==> config.mk <==
export PLATFORM = sky130hd
export DESIGN_NAME = traffic_input_conditioner
export DESIGN_NICKNAME = d
export VERILOG_FILES = /design/src/rtl/traffic_input_conditioner.sv
export SDC_FILE = /design/constraint.sdc
export NUM_CORES = 1
export LEC_CHECK = 0
export BUFFER_PORTS_ARGS = -buffer_cell sky130_fd_sc_hd__clkbuf_2
export CORE_UTILIZATION = 61
export DETAILED_ROUTE_END_ITERATION = 12
export GPL_TIMING_DRIVEN = 1
export PLACE_DENSITY = 0.92
export SETUP_SLACK_MARGIN = 0.3
export SLEW_MARGIN = 20
export SYNTH_ARGS = -nofsm -noshare
export SYNTH_HDL_FRONTEND = slang
export SYNTH_SLANG_ARGS = --single-unit
==> constraint.sdc <==
create_clock -name clk -period 4.1 [get_ports clk]
set_input_delay 0.205 -clock clk [delete_from_list [all_inputs] [get_ports clk]]
set_output_delay 0.205 -clock clk [all_outputs]
set_load 0.05 [all_outputs]
==> src/rtl/traffic_input_conditioner.sv <==
// Input conditioning ahead of the traffic-light controller: two-flop
// synchronisers, per-input debounce, minimum-green hold on ta/tb and
// single-cycle parade/release pulses.
module traffic_input_conditioner #(
    parameter int DEBOUNCE_CYCLES = 4,
    parameter int MIN_GREEN       = 5,
    parameter int CNT_W           = 4
) (
    input  logic       clk,
    input  logic       reset,
    input  logic       sa_raw,
    input  logic       sb_raw,
    input  logic       p_raw,
    input  logic       r_raw,
    input  logic [1:0] la,
    input  logic [1:0] lb,
    output logic       ta,
    output logic       tb,
    output logic       p,
    output logic       r
);

    localparam logic [1:0]       GREEN     = 2'b00;
    localparam logic [1:0]       RED       = 2'b10;
    localparam logic [CNT_W-1:0] DEB_LAST  = CNT_W'(DEBOUNCE_CYCLES - 1);
    localparam logic [CNT_W-1:0] HOLD_LOAD = (MIN_GREEN == 0) ? '0 : CNT_W'(MIN_GREEN - 1);
    localparam bit               HOLD_EN   = (MIN_GREEN != 0);

    // Channel order: 0 = sa, 1 = sb, 2 = p, 3 = r
    logic [3:0] raw;
    logic [3:0] deb_now;
    logic [3:0] deb_upd;
    logic [3:0] rise;

    assign raw  = {r_raw, p_raw, sb_raw, sa_raw};
    assign rise = deb_upd & ~deb_now;

    for (genvar g = 0; g < 4; g++) begin : g_chan
        logic             s1;
        logic             s2;
        logic             deb;
        logic             deb_nx;
        logic [CNT_W-1:0] cnt;
        logic [CNT_W-1:0] cnt_nx;

        // Debounce: flip after DEBOUNCE_CYCLES consecutive disagreeing samples
        always_comb begin
            deb_nx = deb;
            cnt_nx = '0;
            if (s2 != deb) begin
                if (cnt == DEB_LAST) begin
                    deb_nx = ~deb;
                end else begin
                    cnt_nx = cnt + CNT_W'(1);
                end
            end
        end

        // Synchroniser flops, debounced level and its counter
        always_ff @(posedge clk) begin
            if (!reset) begin
                s1  <= 1'b0;
                s2  <= 1'b0;
                deb <= 1'b0;
                cnt <= '0;
            end else begin
                s1  <= raw[g];
                s2  <= s1;
                deb <= deb_nx;
                cnt <= cnt_nx;
            end
        end

        assign deb_now[g] = deb;
        assign deb_upd[g] = deb_nx;
    end

    logic p_reg;
    logic r_reg;

    // Pulse on the debounced rising edge; release wins over parade when simultaneous
    always_ff @(posedge clk) begin
        if (!reset) begin
            p_reg <= 1'b0;
            r_reg <= 1'b0;
        end else begin
            p_reg <= rise[2] & ~rise[3];
            r_reg <= rise[3];
        end
    end

    logic [1:0]       la_prev;
    logic [1:0]       lb_prev;
    logic [CNT_W-1:0] hold_a;
    logic [CNT_W-1:0] hold_b;
    logic [CNT_W-1:0] hold_a_nx;
    logic [CNT_W-1:0] hold_b_nx;
    logic             green_start_a;
    logic             green_start_b;
    logic             hold_active_a;
    logic             hold_active_b;

    // Green-start detection and minimum-green hold counters
    always_comb begin
        green_start_a = (la == GREEN) && (la_prev != GREEN);
        green_start_b = (lb == GREEN) && (lb_prev != GREEN);

        hold_a_nx = hold_a;
        if (green_start_a)       hold_a_nx = HOLD_LOAD;
        else if (la != GREEN)    hold_a_nx = '0;
        else if (hold_a != '0)   hold_a_nx = hold_a - CNT_W'(1);

        hold_b_nx = hold_b;
        if (green_start_b)       hold_b_nx = HOLD_LOAD;
        else if (lb != GREEN)    hold_b_nx = '0;
        else if (hold_b != '0)   hold_b_nx = hold_b - CNT_W'(1);

        hold_active_a = HOLD_EN && (green_start_a || (hold_a != '0));
        hold_active_b = HOLD_EN && (green_start_b || (hold_b != '0));
    end

    // Light history (reset to red so a green controller gets an initial hold)
    always_ff @(posedge clk) begin
        if (!reset) begin
            la_prev <= RED;
            lb_prev <= RED;
            hold_a  <= '0;
            hold_b  <= '0;
        end else begin
            la_prev <= la;
            lb_prev <= lb;
            hold_a  <= hold_a_nx;
            hold_b  <= hold_b_nx;
        end
    end

    assign ta = deb_now[0] | hold_active_a;
    assign tb = deb_now[1] | hold_active_b;
    assign p  = p_reg;
    assign r  = r_reg;

endmodule

==> qor.txt, run 1 <==
Clk_skew: 10.58 ps
CTS root buffer: clkbuf_4
Fin crit share: 0.5321
M1 GR Usage: 0.2256
Synthesized area: 1579 µm²
Hold Path Sink: g_chan[2].s1
Reg with most FFs: g_chan.cnt
CP startpoint kind: register
Worst Path Class, Setup: reg2out
Drt total wl: 2416 µm
DRC: 0
RR Startpoint: g_chan[1].cnt[0]
Die width: 52.88 µm
RSZ-0062 raised after global routing: false
Vias: 1,072
Flop2flop setup slack: 2710 ps
Post-CTS setup repair buffer count: 0
CTS tree: built
Fraction of layout cells with a size suffix above 1: 0.1638
Critical Path, Cell by Cell: inv_1, ha_1, or3b_4, or3_1, clkbuf_2
Area delta synth->final: 10.06%
Multi-input logic area: 700.7 µm²
GRT busiest layer: met2
Worst path required time: 3890 ps
Avg WL per Cell: 11.67 µm
IO Pins: 14
CTS H-tree lvls: 2
First-pass GRT wire length: 3905 µm
FP Rows: 18
Sequential fraction of the synthesis area: 0.5325
HP Start: p_raw
Filler cells: 162
Synth cell types: 24
Core area: 2455 µm²
RD Place Congestion: 0.6394
Syn Area/Cell: 9.994 µm²
Util after Layout: 0.7080
Die height: 52.88 µm
Synth Register Bits: 42
All-Layer GR Usage: 0.1974
Clk sinks: 42
Register area: 840.8 µm²
Max-slew headroom: 0.7115
Pwr/cell area: 381.1 nW/µm²
Die Footprint: 2796 µm²
Cells after Synth: 158
DRT Pass-1 Iters: 4
DR vias/cell: 5.179
Arr. time, crit path: 1980 ps
GR met2 Demand/Resource: 0.3397
DRT antenna net count: 0
Vias in the first global route: 978
Post-CTS resize count: 0
P_leak: 0.7303 nW
Largest register FFs: 16
Setup crit end kind: output pin
Fmax: 458.4 MHz
Inserted Diodes: 0
Max-cap viol count: 0
Status: completed
Met3 GRT Util: 0.06034
Num CTS Buffers: 5
Hold Path Depth: 2
Syn. warnings: 0
Initial antenna violation count: 0
Hold WC Path Type: in2reg
Min cycle time layout: 2182 ps
Synth Net Count: 174
Synth area leader: dfxtp_1
Top post-synthesis cells by area: dfxtp_1, nor2_1, ha_1
DRT iter0 DRCs: 18
Initial Utilization: 0.6432
Worst-margin pin slew: 431.7 ps
Setup Total Neg Slack: 0 ps
Max-slew violations: 0
Reg clk slew, reported paths: 120 ps
CTS Buffer Depth: 2
Detail Placement HPWL: 1813 µm
Worst Path Max Fanout: 4
Port bufs: 13
Yosys top cell area share: 0.5325
Largest net degree at the start of global routing: 27
CP max stage cell: or3b_4
Setup-failing EPs final: 0
Worst R2R Path Depth: 4
Critical Path Max Stage Delay: 430 ps
Worst-case vdd ir drop: 0.0003323 V
Reg-to-reg endpoint: g_chan[1].cnt[3]
Nets: 192
Count of final hold-check violations: 0
Total grt overflow: 0
CTS Hold Bufs: 0
Worst-Skew Late Latency: 340 ps
## synth_stat cells (all sizes together)
library cell   n
nand4b         1
xor2           8
dfxtp         42
nor3           4
or3b           5
clkbuf         2
xnor2          6
or3            2
nand3          9
nor2          29
a21oi          2
ha             6
nand3b         1
nor2b          4
inv            8
mux2i          6
a211oi         2
and2          11
mux2           2
nand2          4
nand2b         2
nor3b          2
## worst max path at each step
stage | startpoint | to | slack, ps | depth (start not counted)
2_1_floorplan | hold_a[0] | ta | 2390 | 4
3_3_place_gp | hold_a[0] | ta | 2370 | 5
3_5_place_dp | hold_b[0] | tb | 2320 | 5
4_1_cts | hold_a[0] | ta | 1910 | 5
5_1_grt | hold_b[0] | tb | 1810 | 5
6_report | hold_a[0] | ta | 1920 | 5
## layout by cell type, fill, tap and decap left out
master      instances
nand3b_1            1
dfxtp_1            42
mux2i_1             6
nand3_1             9
nor3b_1             1
xnor2_1             6
and2_1             11
nand4b_1            1
or3b_2              2
clkbuf_8            1
nand2b_1            2
inv_1               8
or3_1               2
nand2_1             4
ha_1                6
nor2_1             29
nor3b_2             1
clkbuf_2           13
clkbuf_4            5
nor3_1              4
xor2_1              8
mux2_2              2
or3b_4              3
clkinv_2            1
a21oi_1             2
a211oi_1            2
nor2b_1             4
clkinvlp_4          1
## per-layer routing
metal / up-vias / wire (µm)
li1: 553 / -
met1: 495 / 1063
met2: 17 / 1209
met3: 7 / 90
met4: 0 / 51
met5: - / 0
## cells by family after synthesis
group,count (synthesis),synth area share
mux,8,0.05230
fa+ha+maj,6,0.04754
buf+inv,10,0.02377
compound gates,4,0.01585
flops,42,0.5325
xor+xnor,14,0.07766
simple gates,74,0.2504
## critical path: cells and delay by family, from the launching register on
family                     cells  cell delay [ps]
and+or+nand+nor                2              790
DFF                            1              360
buffers and inverters          2              300
adders and majority gates      1              190
## where the power goes
| part | switching (mW) | internal, mW | leakage [nW] |
|---|---|---|---|
| clock | 0.127 | 0.0825 | 0.0343 |
| combinational | 0.0195 | 0.0139 | 0.354 |
| sequential | 0.00384 | 0.416 | 0.342 |
| total | 0.150 | 0.512 | 0.730 |
## per-stage QoR
stage / setup slack, ps / std cells / hold slack [ps] / power, mW / cell area, µm²
final: 1918 / 207 / 66.54 / 0.6624 / 1738
after CTS: 1912 / 207 / 49.14 / 0.6681 / 1738
after global routing: 1805 / 207 / 48.95 / 0.6869 / 1738
after floorplan: 2388 / 158 / 278.0 / 0.4514 / 1579
after global placement: 2368 / 199 / 413.6 / 0.4601 / 1674
after detailed placement: 2321 / 199 / 420.6 / 0.4623 / 1674
## area by class of cell
cell class	count	share of cell area
clock inverters	2	0.007199
repair buffers	13	0.03744
multi-input cells	106	0.4032
clock buffers	6	0.02952
inverters	8	0.01728
well taps	30	0.02160
flip-flops and latches	42	0.4838
Note: power is estimated with default switching activity, not from simulation.
==> run 2: changes to the inputs <==
Settings changed: ABC_AREA set to 1, CORE_UTILIZATION 61 to 57, PLACE_DENSITY 0.92 to 0.88.
Clock period 4.1 ns to 2.15 ns, I/O delays scaled along.
==> run 2 against run 1 <==
Compared with the run above:
- clock skew decreased by 2.4 ps
- critical path depth increased by 1
- first-iteration DRC count increased by 140%
- die area increased by 12%
- sequential power increased by 90%
- power increased by 130%
- largest cell class unchanged
- largest power group unchanged
==> qor.txt, run 2 <==
Max-slew headroom: 0.6925 (was 0.7115)
Min cycle time layout: 1708 ps
Synth Net Count: 234 (was 174)
Ys flop type: dfxtp_1 (unchanged)
Synth Register Bits: 42 (unchanged)
Worst-case vdd ir drop: 0.0007112 V (was 0.0003323 V)
All-Layer GR Usage: 0.1769 (was 0.1974)
CTS tree: built (unchanged)
Reg-to-reg endpoint: hold_b[1] (was g_chan[1].cnt[3])
RD Place Congestion: 0.8176 (was 0.6394)
Vias in the first global route: 1,129 (was 978)
Hold WC Path Type: in2reg (unchanged)
Setup-failing EPs final: 0 (unchanged)
Initial antenna violation count: 0 (unchanged)
DR vias/cell: 4.749 (was 5.179)
Post-synth top cells: dfxtp_1, nand2_1, nor2_1 (was dfxtp_1, nor2_1, and2_1)
Number of placed instances, taps included: 259 (was 199)
Post-synth EDFFs: 0 (unchanged)
Syn Area/Cell: 7.633 µm² (was 9.994 µm²)
RR Startpoint: hold_b[0] (was g_chan[1].cnt[0])
Total grt overflow: 0 (unchanged)
First-pass GRT wire length: 4291 µm (was 3905 µm)
Synthesized area: 1664 µm² (was 1579 µm²)
Nets: 259 (was 192)
Fmax: 585.3 MHz
Cells after Synth: 218 (was 158)
Port bufs: 13 (unchanged)
DRT antenna net count: 0 (unchanged)
Syn. warnings: 0 (unchanged)
DRT Pass-1 Iters: 4 (unchanged)
CTS Buffer Depth: 2 (unchanged)
Num CTS Buffers: 5 (unchanged)
CP startpoint kind: register (unchanged)
Setup Total Neg Slack: 0 ps (unchanged)
Die width: 56.03 µm (was 52.88 µm)
Hold Path Depth: 2 (unchanged)
Area delta synth->final: 16.32% (was 10.06%)
Arr. time, crit path: 1600 ps (was 1980 ps)
Clk_skew: 8.130 ps (was 10.58 ps)
Drt total wl: 2509 µm (was 2416 µm)
Sequential fraction of the synthesis area: 0.5053 (was 0.5325)
Worst Path Class, Setup: reg2out (unchanged)
FP Rows: 19 (was 18)
CTS H-tree lvls: 2 (unchanged)
Post-CTS setup repair buffer count: 0 (unchanged)
Filler cells: 220 (was 162)
Pwr/cell area: 782.1 nW/µm² (was 381.1 nW/µm²)
CTS root buffer: clkbuf_4 (unchanged)
Worst setup path startpoint: hold_b[0] (was hold_a[0])
Fin area: 1936 µm² (was 1738 µm²)
Inserted Diodes: 0 (unchanged)
Fraction of layout cells with a size suffix above 1: 0.09016 (was 0.1638)
RSZ-0062 raised after global routing: true (was false)
Fin crit share: 0.7946
Detail Placement HPWL: 1749 µm (was 1813 µm)
Reg clk slew, reported paths: 110 ps (was 120 ps)
Synth cell types: 17 (was 24)
Multi-input logic area: 649.4 µm² (was 700.7 µm²)
Initial Utilization: 0.6034 (was 0.6432)
DRT iter0 DRCs: 44 (was 18)
Commonest cells after routing, fill and taps aside: nor2_1, nand2_1, dfxtp_1 (was dfxtp_1, nor2_1, clkbuf_2)
Core area: 2758 µm² (was 2455 µm²)
Status: completed (unchanged)
Setup crit end kind: output pin (unchanged)
Register area: 840.8 µm² (unchanged)
Vias: 1,306 (was 1,072)
Reg with most FFs: g_chan.cnt (unchanged)
Worst path required time: 2040 ps (was 3890 ps)
Async set-reset flop share out of synthesis: 0 (unchanged)
Worst-Skew Late Latency: 340 ps (about the same)
Placed cell area: 1744 µm² (was 1674 µm²)
Top post-synthesis cells by area: dfxtp_1, nand2_1, nor2_1 (was dfxtp_1, nor2_1, ha_1)
Count of final hold-check violations: 0 (unchanged)
Largest register FFs: 16 (unchanged)
Max-cap viol count: 0 (unchanged)
IO Pins: 14 (unchanged)
Largest net degree at the start of global routing: 26 (was 27)
HP Start: reset (was p_raw)
Worst R2R Path Depth: 6 (was 4)
Worst Path Max Fanout: 5 (was 4)
Worst-margin pin slew: 461.2 ps (was 431.7 ps)
DRC: 0 (unchanged)
Final std cells w/o fill: 275 (was 207)
P_leak: 0.9770 nW (was 0.7303 nW)
Clk sinks: 42 (unchanged)
Die Footprint: 3139 µm² (was 2796 µm²)
Synth area leader: dfxtp_1 (unchanged)
Max-slew violations: 0 (unchanged)
Hold Path Sink: lb_prev[1] (was g_chan[2].s1)
Yosys top cell area share: 0.5053 (was 0.5325)
Avg WL per Cell: 9.124 µm (was 11.67 µm)
Die height: 56.03 µm (was 52.88 µm)
Flop2flop setup slack: 1030 ps (was 2710 ps)
[run 2: through the flow]
stage	hold slack (ps)	worst slack (ps)	total power [mW]	util
3_5_place_dp	295.0	794.8	0.8836	0.6325
4_1_cts	225.9	399.5	1.530	0.7019
2_1_floorplan	192.3	890.9	0.8675	-
6_report	230.0	441.6	1.514	0.7019
3_3_place_gp	289.0	850.8	0.8813	0.6325
5_1_grt	260.1	296.9	1.574	0.7019
[run 2: cell type report]
class,instances,share of cell area
Clock buffer,6,0.02650
Clock inverter,2,0.03103
Inverter,40,0.07757
Multi-Input combinational cell,133,0.3355
Sequential cell,42,0.4344
Tap cell,31,0.02004
Timing Repair Buffer,21,0.07498
[run 2: worst max path at each step]
| stage | to |
|---|---|
| after floorplan | ta |
| after global placement | tb |
| after detailed placement | tb |
| after CTS | tb |
| after global routing | ta |
| final | tb |
[run 2: power breakdown]
group          internal [mW]  switching, mW
logic                 0.0314         0.0468
registers              0.793        0.00627
clock network          0.394          0.242
total                   1.22          0.295
[run 2: what timing repair did]
action,CTS,global route
resized for setup,0,2
hold buffers,8,0
hold endpoints to repair,8,0
endpoints found under the setup margin,0,2
[run 2: kinds of logic (layout without fill, tap and decap cells)]
| group | count (synthesis) | count (layout) | synth area share |
|---|---|---|---|
| buffers and inverters | 43 | 69 | 0.1045 |
| adders and majority gates | 6 | 6 | 0.04511 |
| xor gates and xnor gates | 7 | 7 | 0.03684 |
| AOI/OAI and AO/OA | 11 | 11 | 0.03458 |
| DFF | 42 | 42 | 0.5053 |
| and+or+nand+nor | 109 | 109 | 0.2737 |
[run 2: critical path: stages (launching register included)]
cell and delay (ps):
dfxtp_1 330, inv_1 110, ha_1 220, nand3_1 180, a21oi_1 170, nand2_1 60
buf_2 200
[run 2: metal layers]
| layer | vias to the layer above | GRT usage | wire length [µm] |
|---|---|---|---|
| met5 | - | 0 | 0 |
| met4 | 0 | 0.08362 | 47 |
| met3 | 7 | 0.04884 | 87 |
| met2 | 21 | 0.2942 | 1148 |
| met1 | 561 | 0.2111 | 1225 |
| li1 | 717 | - | - |
